### config.mk
export PLATFORM = sky130hd
export DESIGN_NAME = scablk_sched
export DESIGN_NICKNAME = d
export VERILOG_FILES = /design/src/rtl/scablk_pkg.sv /design/src/rtl/scablk_fifo.sv /design/src/rtl/scablk_sched.sv
export SDC_FILE = /design/constraint.sdc
export NUM_CORES = 1
export LEC_CHECK = 0
export ABC_AREA = 1
export CAP_MARGIN = 20
export CORE_MARGIN = 2
export CORE_UTILIZATION = 65
export CTS_BUF_LIST = sky130_fd_sc_hd__clkbuf_16
export CTS_CLUSTER_DIAMETER = 50
export DETAILED_ROUTE_END_ITERATION = 6
export DONT_BUFFER_PORTS = 1
export GPL_ROUTABILITY_DRIVEN = 0
export HOLD_SLACK_MARGIN = 0.15
export PLACE_DENSITY_LB_ADDON = 0.25
export SYNTH_ARGS = -nofsm -noshare
export SYNTH_HDL_FRONTEND = slang
export SYNTH_HIERARCHICAL = 1
export SYNTH_SLANG_ARGS = --single-unit
### constraint.sdc
create_clock -name CLK -period 4.47 [get_ports CLK]
set_clock_uncertainty 0.15 [all_clocks]
set_input_delay 0.447 -clock CLK [delete_from_list [all_inputs] [get_ports CLK]]
set_output_delay 0.447 -clock CLK [all_outputs]
set_load 0.05 [all_outputs]
### src/rtl/scablk_pkg.sv
// Shared types and constants for the SCA block scheduler.
// Optional feature macro used elsewhere in this slice: SCABLK_OVFL_CNT_EN.
package scablk_pkg;

    localparam int unsigned BLKW     = 4;
    localparam int unsigned MAX_NBLK = 16;

    typedef enum logic [1:0] {
        IDLE   = 2'd0,
        OFFER  = 2'd1,
        BUSY   = 2'd2,
        RETURN = 2'd3
    } rd_state_e;

    // Pool sizes are not powers of two, so wrap explicitly at depth-1.
    function automatic logic [BLKW-1:0] ptr_inc(input logic [BLKW-1:0] ptr,
                                                input int unsigned     depth);
        return (ptr == BLKW'(depth - 1)) ? '0 : ptr + 1'b1;
    endfunction

endpackage

### src/rtl/scablk_fifo.sv
// Circular block-index FIFO; optionally preloaded with 1..DEPTH-1 at reset.
// Pointers and count are triplicated and majority-voted when TMR = 1.
module scablk_fifo
    import scablk_pkg::*;
#(
    parameter int unsigned DEPTH    = 12,
    parameter bit          INIT_SEQ = 1'b0,
    parameter bit          TMR      = 1'b0
) (
    input  logic            i_clk,
    input  logic            i_rst,
    input  logic            i_push,
    input  logic [BLKW-1:0] i_din,
    input  logic            i_pop,
    output logic [BLKW-1:0] o_head,
    output logic [4:0]      o_count,
    output logic            o_empty,
    output logic            o_full
);

    localparam logic [BLKW-1:0] WP_INIT  = INIT_SEQ ? BLKW'(DEPTH - 1) : '0;
    localparam logic [4:0]      CNT_INIT = INIT_SEQ ? 5'(DEPTH - 1) : '0;

    logic [BLKW-1:0] r_mem [MAX_NBLK];
    logic [BLKW-1:0] r_wp  [3];
    logic [BLKW-1:0] r_rp  [3];
    logic [4:0]      r_cnt [3];

    logic [BLKW-1:0] w_wp;
    logic [BLKW-1:0] w_rp;
    logic [4:0]      w_cnt;
    logic            w_do_push;
    logic            w_do_pop;

    assign w_wp  = TMR ? ((r_wp[0] & r_wp[1]) | (r_wp[0] & r_wp[2]) | (r_wp[1] & r_wp[2]))
                       : r_wp[0];
    assign w_rp  = TMR ? ((r_rp[0] & r_rp[1]) | (r_rp[0] & r_rp[2]) | (r_rp[1] & r_rp[2]))
                       : r_rp[0];
    assign w_cnt = TMR ? ((r_cnt[0] & r_cnt[1]) | (r_cnt[0] & r_cnt[2]) | (r_cnt[1] & r_cnt[2]))
                       : r_cnt[0];

    assign o_head    = r_mem[w_rp];
    assign o_count   = w_cnt;
    assign o_empty   = (w_cnt == 5'd0);
    assign o_full    = (w_cnt == 5'(DEPTH));
    assign w_do_pop  = i_pop && !o_empty;
    assign w_do_push = i_push && !o_full;

    always_ff @(posedge i_clk or posedge i_rst) begin
        if (i_rst) begin
            for (int i = 0; i < int'(MAX_NBLK); i++) begin
                r_mem[i] <= (INIT_SEQ && (i < int'(DEPTH) - 1)) ? BLKW'(i + 1) : '0;
            end
            for (int k = 0; k < 3; k++) begin
                r_wp[k]  <= WP_INIT;
                r_rp[k]  <= '0;
                r_cnt[k] <= CNT_INIT;
            end
        end else begin
            if (w_do_push) begin
                r_mem[w_wp] <= i_din;
            end
            // Every copy reloads from the voted value, scrubbing a single upset.
            for (int k = 0; k < 3; k++) begin
                r_wp[k]  <= w_do_push ? ptr_inc(w_wp, DEPTH) : w_wp;
                r_rp[k]  <= w_do_pop ? ptr_inc(w_rp, DEPTH) : w_rp;
                r_cnt[k] <= w_cnt + 5'(w_do_push) - 5'(w_do_pop);
            end
        end
    end

endmodule

### src/rtl/scablk_sched.sv
// SCA block scheduler: free-list / readout-queue management and digitizer grant FSM.
// Define SCABLK_OVFL_CNT_EN to enable the saturating dropped-block counter on OVFLCNT.
module scablk_sched
    import scablk_pkg::*;
#(
    parameter int unsigned NBLK = 12,
    parameter bit          TMR  = 1'b0
) (
    input  logic            CLK,
    input  logic            RST,
    input  logic            NBSEL,
    input  logic            LCTYENA,
    input  logic            NOLCT,
    input  logic            RDREQ,
    input  logic            RDDONE,
    output logic [BLKW-1:0] WBLK,
    output logic [BLKW-1:0] RBLK,
    output logic            RVALID,
    output logic            RBUSY,
    output logic [4:0]      FREECNT,
    output logic            DSCAFULL,
    output logic            DLSCAFULL,
    output logic            OVFL,
    output logic [7:0]      OVFLCNT
);

    logic [BLKW-1:0] r_wblk, r_rblk;
    logic            r_rvalid, r_rbusy, r_dscafull, r_dlscafull, r_ovfl;
    logic [5:0]      r_st;
    logic [1:0]      w_st_vote;
    rd_state_e       w_state;

    logic [BLKW-1:0] w_free_head, w_q_head;
    logic [4:0]      w_free_cnt, w_free_nxt;
    logic            w_free_empty, w_q_empty;
    logic            w_wr_lct, w_wr_take, w_drop, w_q_pop, w_ret;
    logic            w_unused_free_full, w_unused_q_full, w_unused_nolct;
    logic [4:0]      w_unused_q_cnt;

    // NOLCT only documents a reuse period; the pools ignore it.
    assign w_unused_nolct = NOLCT;

    assign w_st_vote = (r_st[1:0] & r_st[3:2]) | (r_st[1:0] & r_st[5:4]) | (r_st[3:2] & r_st[5:4]);
    assign w_state   = rd_state_e'(TMR ? w_st_vote : r_st[1:0]);

    assign w_wr_lct   = NBSEL && LCTYENA;
    assign w_wr_take  = w_wr_lct && !w_free_empty;
    assign w_drop     = w_wr_lct && w_free_empty;
    assign w_q_pop    = (w_state == OFFER) && RDREQ;
    assign w_ret      = (w_state == RETURN);
    assign w_free_nxt = w_free_cnt + 5'(w_ret) - 5'(w_wr_take);

    scablk_fifo #(.DEPTH(NBLK), .INIT_SEQ(1'b1), .TMR(TMR)) u_free (
        .i_clk   (CLK),
        .i_rst   (RST),
        .i_push  (w_ret),
        .i_din   (r_rblk),
        .i_pop   (w_wr_take),
        .o_head  (w_free_head),
        .o_count (w_free_cnt),
        .o_empty (w_free_empty),
        .o_full  (w_unused_free_full)
    );

    scablk_fifo #(.DEPTH(NBLK), .INIT_SEQ(1'b0), .TMR(TMR)) u_rdq (
        .i_clk   (CLK),
        .i_rst   (RST),
        .i_push  (w_wr_take),
        .i_din   (r_wblk),
        .i_pop   (w_q_pop),
        .o_head  (w_q_head),
        .o_count (w_unused_q_cnt),
        .o_empty (w_q_empty),
        .o_full  (w_unused_q_full)
    );

    always_ff @(posedge CLK or posedge RST) begin
        if (RST) begin
            r_wblk      <= '0;
            r_dscafull  <= 1'b0;
            r_dlscafull <= 1'b0;
            r_ovfl      <= 1'b0;
        end else begin
            if (w_wr_take) begin
                r_wblk <= w_free_head;
            end
            if (w_drop) begin
                r_ovfl <= 1'b1;
            end
            r_dscafull  <= (w_free_nxt == 5'd0);
            r_dlscafull <= (w_free_nxt <= 5'd1);
        end
    end

    always_ff @(posedge CLK or posedge RST) begin
        if (RST) begin
            r_st     <= {3{IDLE}};
            r_rblk   <= '0;
            r_rvalid <= 1'b0;
            r_rbusy  <= 1'b0;
        end else begin
            unique case (w_state)
                IDLE: if (!w_q_empty) begin
                    r_st     <= {3{OFFER}};
                    r_rblk   <= w_q_head;
                    r_rvalid <= 1'b1;
                end
                OFFER: if (RDREQ) begin
                    r_st     <= {3{BUSY}};
                    r_rvalid <= 1'b0;
                    r_rbusy  <= 1'b1;
                end
                BUSY: if (RDDONE) begin
                    r_st    <= {3{RETURN}};
                    r_rbusy <= 1'b0;
                end
                RETURN: r_st <= {3{IDLE}};
            endcase
        end
    end

`ifdef SCABLK_OVFL_CNT_EN
    logic [7:0] r_ovflcnt;

    always_ff @(posedge CLK or posedge RST) begin
        if (RST) begin
            r_ovflcnt <= '0;
        end else if (w_drop && (r_ovflcnt != 8'hFF)) begin
            r_ovflcnt <= r_ovflcnt + 8'd1;
        end
    end

    assign OVFLCNT = r_ovflcnt;
`else
    assign OVFLCNT = '0;
`endif

    assign WBLK      = r_wblk;
    assign RBLK      = r_rblk;
    assign RVALID    = r_rvalid;
    assign RBUSY     = r_rbusy;
    assign FREECNT   = w_free_cnt;
    assign DSCAFULL  = r_dscafull;
    assign DLSCAFULL = r_dlscafull;
    assign OVFL      = r_ovfl;

endmodule

==> key figures <==
Status
  • Status: finished, final reports clean

Floorplanning
  • Die Y: 127.0 um
  • FP Rows: 44
  • Initial Util: 67.10%
  • CORE AREA: 14640 um2
  • Die area: 16120 um2
  • I/O pin total: 33
  • Die Wd: 127.0 um

GRT
  • GR met1 Demand/Resource: 37.31%
  • Met3 usage: 4.386%
  • Number of antenna violations at the first check in global routing: 0
  • GRT Residual Overflow: 0
  • Tot GR Track Use: 28.71%
  • Largest net degree at the start of global routing: 79
  • GR peak layer: met2
  • First-pass GRT wire length: 36960 um
  • Met2 Track Usage GR: 48.20%
  • Vias in the first global route: 7836

Critical path
  • Setup crit end kind: flop
  • Cell Chain, Critical Path: inv_1 > ha_1 > nand4_1 > inv_1 > nor2_1 > nand2_1 > inv_1 > ha_1 > inv_1 > ha_1 > inv_1 > fa_1 > o21ai_0 > a21oi_1 > xor2_1
  • CP bufs+invs: 5
  • CP peak stage delay: 0.72 ns
  • Critical path launch point type: flop
  • Critical path required time: 4.62 ns
  • Most used cell, CP: inv_1
  • Worst path top cell family by delay: adder cells
  • Crit Path Max Fanout: 8
  • Worst setup path class: reg2reg
  • Critical path arrival: 4.03 ns
  • Crit-path slowest cell: dfrtp_1

Cells and area
  • Layout cell share with drive strength beyond 1: 8.315%
  • Area delta synth->final: 5.310%
  • Inserted Diodes: 0
  • Layout Utilization: 70.66%
  • # nets final: 1377

Clock tree
  • Clock transition at path regs: 0.06 ns
  • Clock Tree Buf Depth: 2
  • CTS tree: yes
  • # clock sinks: 169
  • Clock Latency Late Sink: 0.42 ns
  • Root Driver: clkbuf_16
  • H-tree Lvls: 4
  • CTS Buf Count: 17

Power and ir drop
  • Cell Pwr Density: 736.0 nW/um2
  • LEAKAGE: 5.820 nW
  • Design Power: 7.616 mW
  • Max IR drop VDD: 339.0 uV

Place
  • PortBufs: 0
  • Final HPWL DP: 14080 um

Synth
  • Gate count of the mapped netlist: 1357
  • Cell area after synthesis: 9826 um2
  • Synth warnings: 6
  • Avg Synthesized Cell Area: 7.241 um2

Min path
  • HP Class: in2reg

STA
  • Worst-Margin Slew: 0.9376 ns
  • Setup TNS: 0 ns
  • Final hold vios: 0
  • Final min period: 3.873 ns
  • Hold_ws: 0.2167 ns
  • Number of endpoints failing setup at the final stage: 0
  • Final Slew Violations: 0
  • Fmax: 0.2582 GHz
  • Unrepaired setup endpoints after global routing: false
  • Rel. slew slack: 37.40%
  • Period utilization: 86.65%

Route
  • Vias after detailed routing: 8082
  • Wirelength per Cell: 14.24 um
  • DRT Pass-1 Iters: 5
  • Post-route ant nets: 0
  • Number of vias per cell: 5.279
  • Wirelength, routed: 21800 um
  • DR DRC count: 0
  • Initial DRC Count: 670

Run
  • Max_cap viols: 0
where the power goes:
part	leakage, nW	switching, mW	total [mW]	internal, mW
clock network	0.272	0.584	1.33	0.745
registers	2.17	0.662	2.82	2.15
logic	3.38	2.36	3.47	1.11
layer usage:
metal	part of all wire, %	vias up
met5	0	-
met4	2.5	0
met3	4.5	44
met2	49	190
met1	44	3794
li1	-	4054
per-stage QoR:
step | cells | cell area, um2 | setup slack, ns
2_1_floorplan | 1364 | 9852 | 1.136
3_3_place_gp | 1494 | 9759 | 0.7312
3_5_place_dp | 1495 | 9787 | 0.6431
4_1_cts | 1531 | 10350 | 0.6184
5_1_grt | 1531 | 10350 | 0.3234
6_report | 1531 | 10350 | 0.5970
tightest hold or removal path, stage by stage:
cell and delay (ns):
nand2_1 0.04, nor2_1 0.13, nand2_1 0.09, nand2_1 0.05
state kept, by name, summed over array words and instances (netlist names), 2 cells and up:
register and cells:
RBLK 4, u_rdq/w_wp 4, u_free/w_rp 4, u_rdq/r_mem 64
u_free/o_count 5, u_free/w_wp 4, u_rdq/o_count 5, WBLK 4
r_st 2, u_rdq/w_rp 4, u_free/r_mem 64
cell type report:
cell class / instances / area, um2
Clock inverter: 15 / 95.09
Multi-Input combinational cell: 908 / 4338
Sequential cell: 169 / 4262
Clock buffer: 17 / 425.4
Tap cell: 184 / 230.2
Inverter: 219 / 824.5
Fill cell: 1237 / 4297
Timing Repair Buffer: 19 / 172.7
worst paths after layout:
| check | from | end | slack [ns] | cells past startpoint |
|---|---|---|---|---|
| max | u_free/o_count[2] | u_free/o_count[4] | 0.60 | 15 |
| min | LCTYENA | WBLK[2] | 0.22 | 4 |
| max reg2reg | u_free/o_count[2] | u_free/o_count[4] | 0.60 | 15 |
| min reg2reg | u_free/r_mem[36] | u_free/r_mem[36] | 0.31 | 2 |
| max in group asynchronous | RST | u_free/r_mem[52] | 2.54 | 3 |
| min in group asynchronous | RST | OVFL | 0.46 | 2 |
cell usage in the layout (no fill, tap or decap), drive strengths merged, types with 15 or more instances in the layout:
cell	instances
dfrtp	143
nand3	199
dfstp	26
o21ai	25
inv	222
nor2	43
nand2	564
ha	33
clkbuf	17
buf	15
what timing repair did:
action | CTS | global route
endpoints found under the hold margin | 70 | 0
buffers inserted | 0 | 0
endpoints found under the setup margin | 0 | 0
gates resized for setup | 0 | 0
hold buffers | 4 | 0
Note: power is estimated with default switching activity, not from simulation.
